<file path="src/rtl/bpd_bob_if.sv">
// Branch outcome buffer bus: F1 allocation, execute resolution, retire/flush outputs.
// Optional statistics ports are present only when BOB_STATS_EN is defined.
interface bpd_bob_if #(
  parameter int LOG_DEPTH = 4,
  parameter int BHR_W     = 12,
  parameter int LH_W      = 10
);
  logic                 alloc_i;
  logic [63:0]          alloc_pc_i;
  logic [BHR_W-1:0]     alloc_bhr_i;
  logic [LH_W-1:0]      alloc_lochist_i;
  logic                 alloc_pred_i;
  logic                 alloc_rdy_o;
  logic [LOG_DEPTH-1:0] alloc_tag_o;

  logic                 resolve_i;
  logic [LOG_DEPTH-1:0] resolve_tag_i;
  logic                 resolve_dir_i;

  logic                 flush_o;
  logic                 bob_valid_r_o;
  logic [63:0]          bob_pc_r_o;
  logic [BHR_W-1:0]     bob_bhr_r_o;
  logic [LH_W-1:0]      bob_lochist_r_o;
  logic                 bpd_rt_ud_o;
  logic                 bpd_rt_brdir_o;
  logic [LOG_DEPTH:0]   count_o;
`ifdef BOB_STATS_EN
  logic [31:0]          stat_retired_o;
  logic [31:0]          stat_mispred_o;
`endif

  modport slave (
    input  alloc_i, alloc_pc_i, alloc_bhr_i, alloc_lochist_i, alloc_pred_i,
    input  resolve_i, resolve_tag_i, resolve_dir_i,
`ifdef BOB_STATS_EN
    output stat_retired_o, stat_mispred_o,
`endif
    output alloc_rdy_o, alloc_tag_o, flush_o, bob_valid_r_o, bob_pc_r_o,
    output bob_bhr_r_o, bob_lochist_r_o, bpd_rt_ud_o, bpd_rt_brdir_o, count_o
  );

  modport master (
    output alloc_i, alloc_pc_i, alloc_bhr_i, alloc_lochist_i, alloc_pred_i,
    output resolve_i, resolve_tag_i, resolve_dir_i,
`ifdef BOB_STATS_EN
    input  stat_retired_o, stat_mispred_o,
`endif
    input  alloc_rdy_o, alloc_tag_o, flush_o, bob_valid_r_o, bob_pc_r_o,
    input  bob_bhr_r_o, bob_lochist_r_o, bpd_rt_ud_o, bpd_rt_brdir_o, count_o
  );
endinterface

</file>
<file path="src/rtl/bpd_bob.sv">
// Branch outcome buffer: circular FIFO of in-flight conditional branches feeding PHT
// updates on in-order retire and BHR repair on mispredict. BOB_STATS_EN adds counters.
module bpd_bob #(
  parameter int DEPTH     = 16,
  parameter int LOG_DEPTH = 4,
  parameter int BHR_W     = 12,
  parameter int LH_W      = 10
) (
  input  logic   clock,
  input  logic   reset,
  bpd_bob_if.slave bus
);

  typedef logic [LOG_DEPTH:0]   ptr_t;
  typedef logic [LOG_DEPTH-1:0] idx_t;

  localparam ptr_t WRAP_ONLY = {1'b1, {LOG_DEPTH{1'b0}}};

  ptr_t             head, tail;
  logic [DEPTH-1:0] resolved;

  logic [63:0]      pc_mem  [DEPTH];
  logic [BHR_W-1:0] bhr_mem [DEPTH];
  logic [LH_W-1:0]  lh_mem  [DEPTH];
  logic [DEPTH-1:0] pred_mem;
  logic [DEPTH-1:0] dir_mem;

  logic             flush_q, valid_q, ud_q, brdir_q;
  logic [63:0]      pc_q;
  logic [BHR_W-1:0] bhr_q;
  logic [LH_W-1:0]  lh_q;

  idx_t head_idx, tail_idx, res_tag, res_off;
  ptr_t count, rollback;
  logic full, empty, res_live, mispredict, retire, alloc_fire;

  assign head_idx = head[LOG_DEPTH-1:0];
  assign tail_idx = tail[LOG_DEPTH-1:0];
  assign res_tag  = bus.resolve_tag_i;
  assign count    = tail - head;
  assign full     = (head ^ tail) == WRAP_ONLY;
  assign empty    = head == tail;

  // A tag is live when its distance from head is below the occupancy.
  assign res_off    = res_tag - head_idx;
  assign res_live   = bus.resolve_i && ({1'b0, res_off} < count);
  assign mispredict = res_live && (bus.resolve_dir_i != pred_mem[res_tag]);
  assign retire     = !empty && resolved[head_idx] && !mispredict;
  assign alloc_fire = bus.alloc_i && !full && !mispredict;

  // Rebuilding the new tail from head keeps the wrap bit consistent.
  assign rollback = head + ptr_t'({1'b0, res_off}) + ptr_t'(1);

  // NOTE: all state uses non-blocking assignments so every register samples pre-edge values.
  always_ff @(posedge clock) begin
    if (reset) begin
      head     <= '0;
      tail     <= '0;
      resolved <= '0;
      flush_q  <= 1'b0;
      valid_q  <= 1'b0;
      ud_q     <= 1'b0;
      brdir_q  <= 1'b0;
      pc_q     <= '0;
      bhr_q    <= '0;
      lh_q     <= '0;
    end else begin
      flush_q <= 1'b0;
      valid_q <= 1'b0;
      ud_q    <= 1'b0;
      brdir_q <= 1'b0;
      pc_q    <= '0;
      bhr_q   <= '0;
      lh_q    <= '0;

      if (mispredict) begin
        flush_q <= 1'b1;
        valid_q <= 1'b1;
        pc_q    <= pc_mem[res_tag];
        bhr_q   <= {bhr_mem[res_tag][BHR_W-2:0], bus.resolve_dir_i};
        lh_q    <= lh_mem[res_tag];
      end else if (retire) begin
        valid_q <= 1'b1;
        ud_q    <= 1'b1;
        brdir_q <= dir_mem[head_idx];
        pc_q    <= pc_mem[head_idx];
        bhr_q   <= bhr_mem[head_idx];
        lh_q    <= lh_mem[head_idx];
        head    <= head + ptr_t'(1);
      end

      if (mispredict) begin
        tail <= rollback;
      end else if (alloc_fire) begin
        tail <= tail + ptr_t'(1);
      end

      if (alloc_fire) begin
        resolved[tail_idx] <= 1'b0;
      end
      if (res_live) begin
        resolved[res_tag] <= 1'b1;
      end
    end
  end

  // NOTE: payload storage has no reset; only the control bits decide whether an entry is meaningful.
  always_ff @(posedge clock) begin
    if (alloc_fire) begin
      pc_mem[tail_idx]   <= bus.alloc_pc_i;
      bhr_mem[tail_idx]  <= bus.alloc_bhr_i;
      lh_mem[tail_idx]   <= bus.alloc_lochist_i;
      pred_mem[tail_idx] <= bus.alloc_pred_i;
    end
    if (res_live) begin
      dir_mem[res_tag] <= bus.resolve_dir_i;
    end
  end

  assign bus.alloc_rdy_o     = !full;
  assign bus.alloc_tag_o     = tail_idx;
  assign bus.count_o         = count;
  assign bus.flush_o         = flush_q;
  assign bus.bob_valid_r_o   = valid_q;
  assign bus.bob_pc_r_o      = pc_q;
  assign bus.bob_bhr_r_o     = bhr_q;
  assign bus.bob_lochist_r_o = lh_q;
  assign bus.bpd_rt_ud_o     = ud_q;
  assign bus.bpd_rt_brdir_o  = brdir_q;

`ifdef BOB_STATS_EN
  logic [31:0] stat_retired, stat_mispred;

  always_ff @(posedge clock) begin
    if (reset) begin
      stat_retired <= '0;
      stat_mispred <= '0;
    end else begin
      if (retire)     stat_retired <= stat_retired + 32'd1;
      if (mispredict) stat_mispred <= stat_mispred + 32'd1;
    end
  end

  assign bus.stat_retired_o = stat_retired;
  assign bus.stat_mispred_o = stat_mispred;
`endif

endmodule

</file>
<file path="src/flat_wrapper.sv">
// flat-port wrapper written by rule: the top's interface ports become plain ports
module bpd_bob_flat 
#(
  parameter int DEPTH     = 16,
  parameter int LOG_DEPTH = 4,
  parameter int BHR_W     = 12,
  parameter int LH_W      = 10
)
  (clock, reset, bus_alloc_i, bus_alloc_pc_i, bus_alloc_bhr_i, bus_alloc_lochist_i, bus_alloc_pred_i, bus_resolve_i, bus_resolve_tag_i, bus_resolve_dir_i, bus_alloc_rdy_o, bus_alloc_tag_o, bus_flush_o, bus_bob_valid_r_o, bus_bob_pc_r_o, bus_bob_bhr_r_o, bus_bob_lochist_r_o, bus_bpd_rt_ud_o, bus_bpd_rt_brdir_o, bus_count_o);
  bpd_bob_if #(.LOG_DEPTH(LOG_DEPTH), .BHR_W(BHR_W), .LH_W(LH_W)) bus_i ();
  input  logic clock;
  input  logic reset;
  input wire logic [$bits(bus_i.alloc_i)-1:0] bus_alloc_i;
  input wire logic [$bits(bus_i.alloc_pc_i)-1:0] bus_alloc_pc_i;
  input wire logic [$bits(bus_i.alloc_bhr_i)-1:0] bus_alloc_bhr_i;
  input wire logic [$bits(bus_i.alloc_lochist_i)-1:0] bus_alloc_lochist_i;
  input wire logic [$bits(bus_i.alloc_pred_i)-1:0] bus_alloc_pred_i;
  input wire logic [$bits(bus_i.resolve_i)-1:0] bus_resolve_i;
  input wire logic [$bits(bus_i.resolve_tag_i)-1:0] bus_resolve_tag_i;
  input wire logic [$bits(bus_i.resolve_dir_i)-1:0] bus_resolve_dir_i;
  output wire logic [$bits(bus_i.alloc_rdy_o)-1:0] bus_alloc_rdy_o;
  output wire logic [$bits(bus_i.alloc_tag_o)-1:0] bus_alloc_tag_o;
  output wire logic [$bits(bus_i.flush_o)-1:0] bus_flush_o;
  output wire logic [$bits(bus_i.bob_valid_r_o)-1:0] bus_bob_valid_r_o;
  output wire logic [$bits(bus_i.bob_pc_r_o)-1:0] bus_bob_pc_r_o;
  output wire logic [$bits(bus_i.bob_bhr_r_o)-1:0] bus_bob_bhr_r_o;
  output wire logic [$bits(bus_i.bob_lochist_r_o)-1:0] bus_bob_lochist_r_o;
  output wire logic [$bits(bus_i.bpd_rt_ud_o)-1:0] bus_bpd_rt_ud_o;
  output wire logic [$bits(bus_i.bpd_rt_brdir_o)-1:0] bus_bpd_rt_brdir_o;
  output wire logic [$bits(bus_i.count_o)-1:0] bus_count_o;
  assign bus_i.alloc_i = bus_alloc_i;
  assign bus_i.alloc_pc_i = bus_alloc_pc_i;
  assign bus_i.alloc_bhr_i = bus_alloc_bhr_i;
  assign bus_i.alloc_lochist_i = bus_alloc_lochist_i;
  assign bus_i.alloc_pred_i = bus_alloc_pred_i;
  assign bus_i.resolve_i = bus_resolve_i;
  assign bus_i.resolve_tag_i = bus_resolve_tag_i;
  assign bus_i.resolve_dir_i = bus_resolve_dir_i;
  assign bus_alloc_rdy_o = bus_i.alloc_rdy_o;
  assign bus_alloc_tag_o = bus_i.alloc_tag_o;
  assign bus_flush_o = bus_i.flush_o;
  assign bus_bob_valid_r_o = bus_i.bob_valid_r_o;
  assign bus_bob_pc_r_o = bus_i.bob_pc_r_o;
  assign bus_bob_bhr_r_o = bus_i.bob_bhr_r_o;
  assign bus_bob_lochist_r_o = bus_i.bob_lochist_r_o;
  assign bus_bpd_rt_ud_o = bus_i.bpd_rt_ud_o;
  assign bus_bpd_rt_brdir_o = bus_i.bpd_rt_brdir_o;
  assign bus_count_o = bus_i.count_o;
  bpd_bob #(.DEPTH(DEPTH), .LOG_DEPTH(LOG_DEPTH), .BHR_W(BHR_W), .LH_W(LH_W)) u_core (.clock(clock), .reset(reset), .bus(bus_i));
endmodule
</file>
<file path="config.mk">
export PLATFORM = sky130hd
export DESIGN_NAME = bpd_bob_flat
export DESIGN_NICKNAME = d
export VERILOG_FILES = /design/src/rtl/bpd_bob_if.sv /design/src/rtl/bpd_bob.sv /design/src/flat_wrapper.sv
export SDC_FILE = /design/constraint.sdc
export NUM_CORES = 2
export LEC_CHECK = 0
export ABC_AREA = 1
export ABC_CLOCK_PERIOD_IN_PS = 12200
export CAP_MARGIN = 20
export CORE_ASPECT_RATIO = 0.75
export CORE_MARGIN = 4
export CORE_UTILIZATION = 35
export CTS_BUF_LIST = sky130_fd_sc_hd__clkbuf_4 sky130_fd_sc_hd__clkbuf_8
export DETAILED_ROUTE_END_ITERATION = 7
export PLACE_DENSITY = 0.46
export SLEW_MARGIN = 10
export SYNTH_ARGS = -nofsm -noshare
export SYNTH_HDL_FRONTEND = slang
export SYNTH_SLANG_ARGS = --single-unit
</file>
<file path="constraint.sdc">
create_clock -name clock -period 12.2 [get_ports clock]
set_input_delay 2.44 -clock clock [delete_from_list [all_inputs] [get_ports clock]]
set_output_delay 2.44 -clock clock [all_outputs]
set_load 0.01 [all_outputs]
</file>
==> flow_summary.toml <==
[synthesis]
ys_async_sr_fraction_pct = 0
synth_seq_cells = 1528
syn_avg_cell_area_um2 = 9.59
yosys_warnings = 0
yosysUniqueCellTypes = 45
synthCells = 7540
synth_nets = 7661
synth_flop_cell = "edfxtp_1"
synth_edf_count = 1408
ys_seq_area_share_pct = 61.8
syn-cell-area_um2 = 72300

[final_layout]
final_nets = 7630
finalCoreUtilization_pct = 39.7
final_cells = 10400
fillers = 20000
drive_above_1_share_pct = 7.48
final_cell_mix = "edfxtp_1, o21ai_0, nand2_1"
area_growth_syn_to_layout_pct = 12.7
final_common_cell = "edfxtp_1"

[place]
gp_congestion = 0.786
port_buffers = 195
dp_hpwl_um = 130000
dp.cells = 9935

[floorplan]
die_height_um = 402
start_util_pct = 35.2
die_x_um = 533
row_count = 144
fp.coreArea_um2 = 205000
fp.dieArea_um2 = 214000
io_pins = 196

[global_route]
antenna_found_initial = 11
grt_pass1_vias = 55900
grt_max_degree = 196
grt_pass1_wl_um = 376000
grt_util_all_layers_pct = 23.1
grt_overflow = 0

[hold_path]
hold_path_class = "register to register"

[clock_network]
tritoncts = "done"
clk_latency_ns = 0.90
clock_sinks = 1528
postCtsHoldBufs = 0
cts_buffer_depth = 4
cts_buffers = 273
post_cts_resized = 0
cts-root-buf = "clkbuf_8"
postCtsSetupRepairBufs = 0
clkTransAtPathRegs_ns = 0.07
cts_max_level = 5

[routing]
drt_pass1_iterations = 8
via_count = 57600
drt_iter0_drc = 5987
route.detailed.drc = 0
via_per_inst = 5.53
antenna_left = 0
routedWlPerCell_um = 24.7
drt-total-wl_um = 257000

[worst_setup_path]
endpoint_kind = "register"
crit_arrival_ns = 7.52
cp_common_cell = "nand2_1"
critPathSlowestCell = "buf_4"
path_class = "input port to register"
worstPathCellList = "buf_8 > inv_16 > ha_1 > inv_1 > fa_1 > ha_1 > o21ai_0 > nand2_1 > nand2_1 > nand2_1 > nand2_1 > nand2_1 > nand2_1 > nand2_2 > inv_2 > nand2_4 > nand3_1 > inv_8 > buf_4"
cp.required_ns = 12.68
cp-start-kind = "input port"
cpLargestDelayFamily = "buffers and inverters"
cp.buffers_inverters = 6
max_stage_delay_ns = 0.92
cp_max_fo = 195

[timing]
min_period_ns = 7.04
fin_crit_sh_pct = 57.7
grt_setup_unrepaired = "false"
fin_skew_ns = 0.0594
fin_tns_setup_ns = 0
relSlewSlack_pct = 20.8
fmax_mhz = 142
max_slew.worst_pin.slew_ns = 1.19
hold_viol = 0
final-setup-viol-count = 0
drv_slew = 0

[job]
max_cap_viol_count = 0

[outcome]
status = "finished, final reports clean"

[pwr]
power_mw = 13.2
power_density_nw_per_um2 = 162
ir_drop_mv = 0.0851
p_leak_nw = 28.9
cell usage after synthesis (54+ instances only):
cell | number | area share, %
nand3_1 | 329 | 2.3
dfxtp_1 | 120 | 3.3
inv_1 | 448 | 2.3
edfxtp_1 | 1408 | 58
o21ai_0 | 1352 | 9.4
nand2_1 | 1180 | 6.1
clkbuf_1 | 369 | 1.9
a21oi_1 | 967 | 6.7
o21ai_1 | 125 | 0.87
buf_1 | 54 | 0.28
nor2_1 | 769 | 4.0
buf_2 | 141 | 0.98
path summary, 6_finish.rpt:
path                                            from                        to  cells after the start  slack (ns)
worst max-delay path            bus_resolve_tag_i[0]      u_core.pc_mem[0][58]                     19        5.16
worst min-delay path             u_core.resolved[14]       u_core.resolved[14]                      2        0.47
worst max register to register              register  u_core.bus.bob_pc_r_o[6]                     10        6.73
worst min register to register   u_core.resolved[14]       u_core.resolved[14]                      2        0.47
sequential cells by signal, indices dropped and copies added, names as in the netlist, named ones only:
name,count
u_core.resolved,16
u_core.bus.bob_valid_r_o,1
u_core.bus.bob_pc_r_o,64
u_core.bus.bob_lochist_r_o,10
u_core.pred_mem,16
u_core.bus.flush_o,1
u_core.bhr_mem,192
u_core.head,5
u_core.bus.bpd_rt_ud_o,1
u_core.lh_mem,160
u_core.bus.bob_bhr_r_o,12
u_core.tail,5
u_core.dir_mem,16
u_core.pc_mem,1024
u_core.bus.bpd_rt_brdir_o,1
per-stage QoR:
stage	area, um2	worst slack (ns)	hold slack, ns
2_1_floorplan	72300	4.71	0.437
3_3_place_gp	76000	4.32	0.447
3_5_place_dp	76000	4.30	0.454
4_1_cts	81400	5.25	0.461
5_1_grt	81500	4.97	0.479
6_report	81500	5.16	0.467
worst register-to-register path: cells and delay by family (launching register included):
family                 cells  cell delay [ns]
flip-flops                 1             0.80
AO/OA/AOI/OAI              5             1.05
AND/OR/NAND/NOR            1             0.07
buffers and inverters      4             3.35
where the power goes:
group	leakage, nW	internal, mW	total, mW	switching [mW]
combinational	12.4	0.609	2.08	1.47
sequential	13.7	6.08	6.22	0.143
clock	2.90	2.71	4.93	2.22
total	28.9	9.39	13.2	3.84
layout make-up:
| class | instances | area [um2] | area share, % |
|---|---|---|---|
| Antenna cell | 3 | 7.51 | 0.00922 |
| Timing Repair Buffer | 277 | 2620 | 3.22 |
| Multi-Input combinational cell | 4971 | 23400 | 28.8 |
| Clock inverter | 54 | 339 | 0.416 |
| Sequential cell | 1528 | 44700 | 54.9 |
| Tap cell | 2701 | 3380 | 4.15 |
| Inverter | 458 | 1890 | 2.32 |
| Clock buffer | 426 | 5080 | 6.24 |
metal layers:
metal | track usage [%] | up-vias | share of wire (%)
met1 | 32.8 | 28300 | 45
met2 | 36.9 | 2316 | 45
met5 | 0 | - | 0
met4 | 7.23 | 0 | 3.0
met3 | 2.93 | 483 | 6.3
li1 | - | 26500 | -
cell families (layout without fill, tap and decap cells):
family | Yosys count | after routing | share of synthesized area, %
adder cells (fa/ha/maj) | 25 | 25 | 0.453
AND/OR/NAND/NOR | 2301 | 2301 | 12.6
flip-flops | 1528 | 1528 | 61.8
other | 0 | 3 | 0
buffers and inverters | 1041 | 1215 | 5.79
XOR/XNOR | 17 | 17 | 0.206
AO/OA/AOI/OAI | 2628 | 2628 | 19.1
Note: power is estimated with default switching activity, not from simulation.
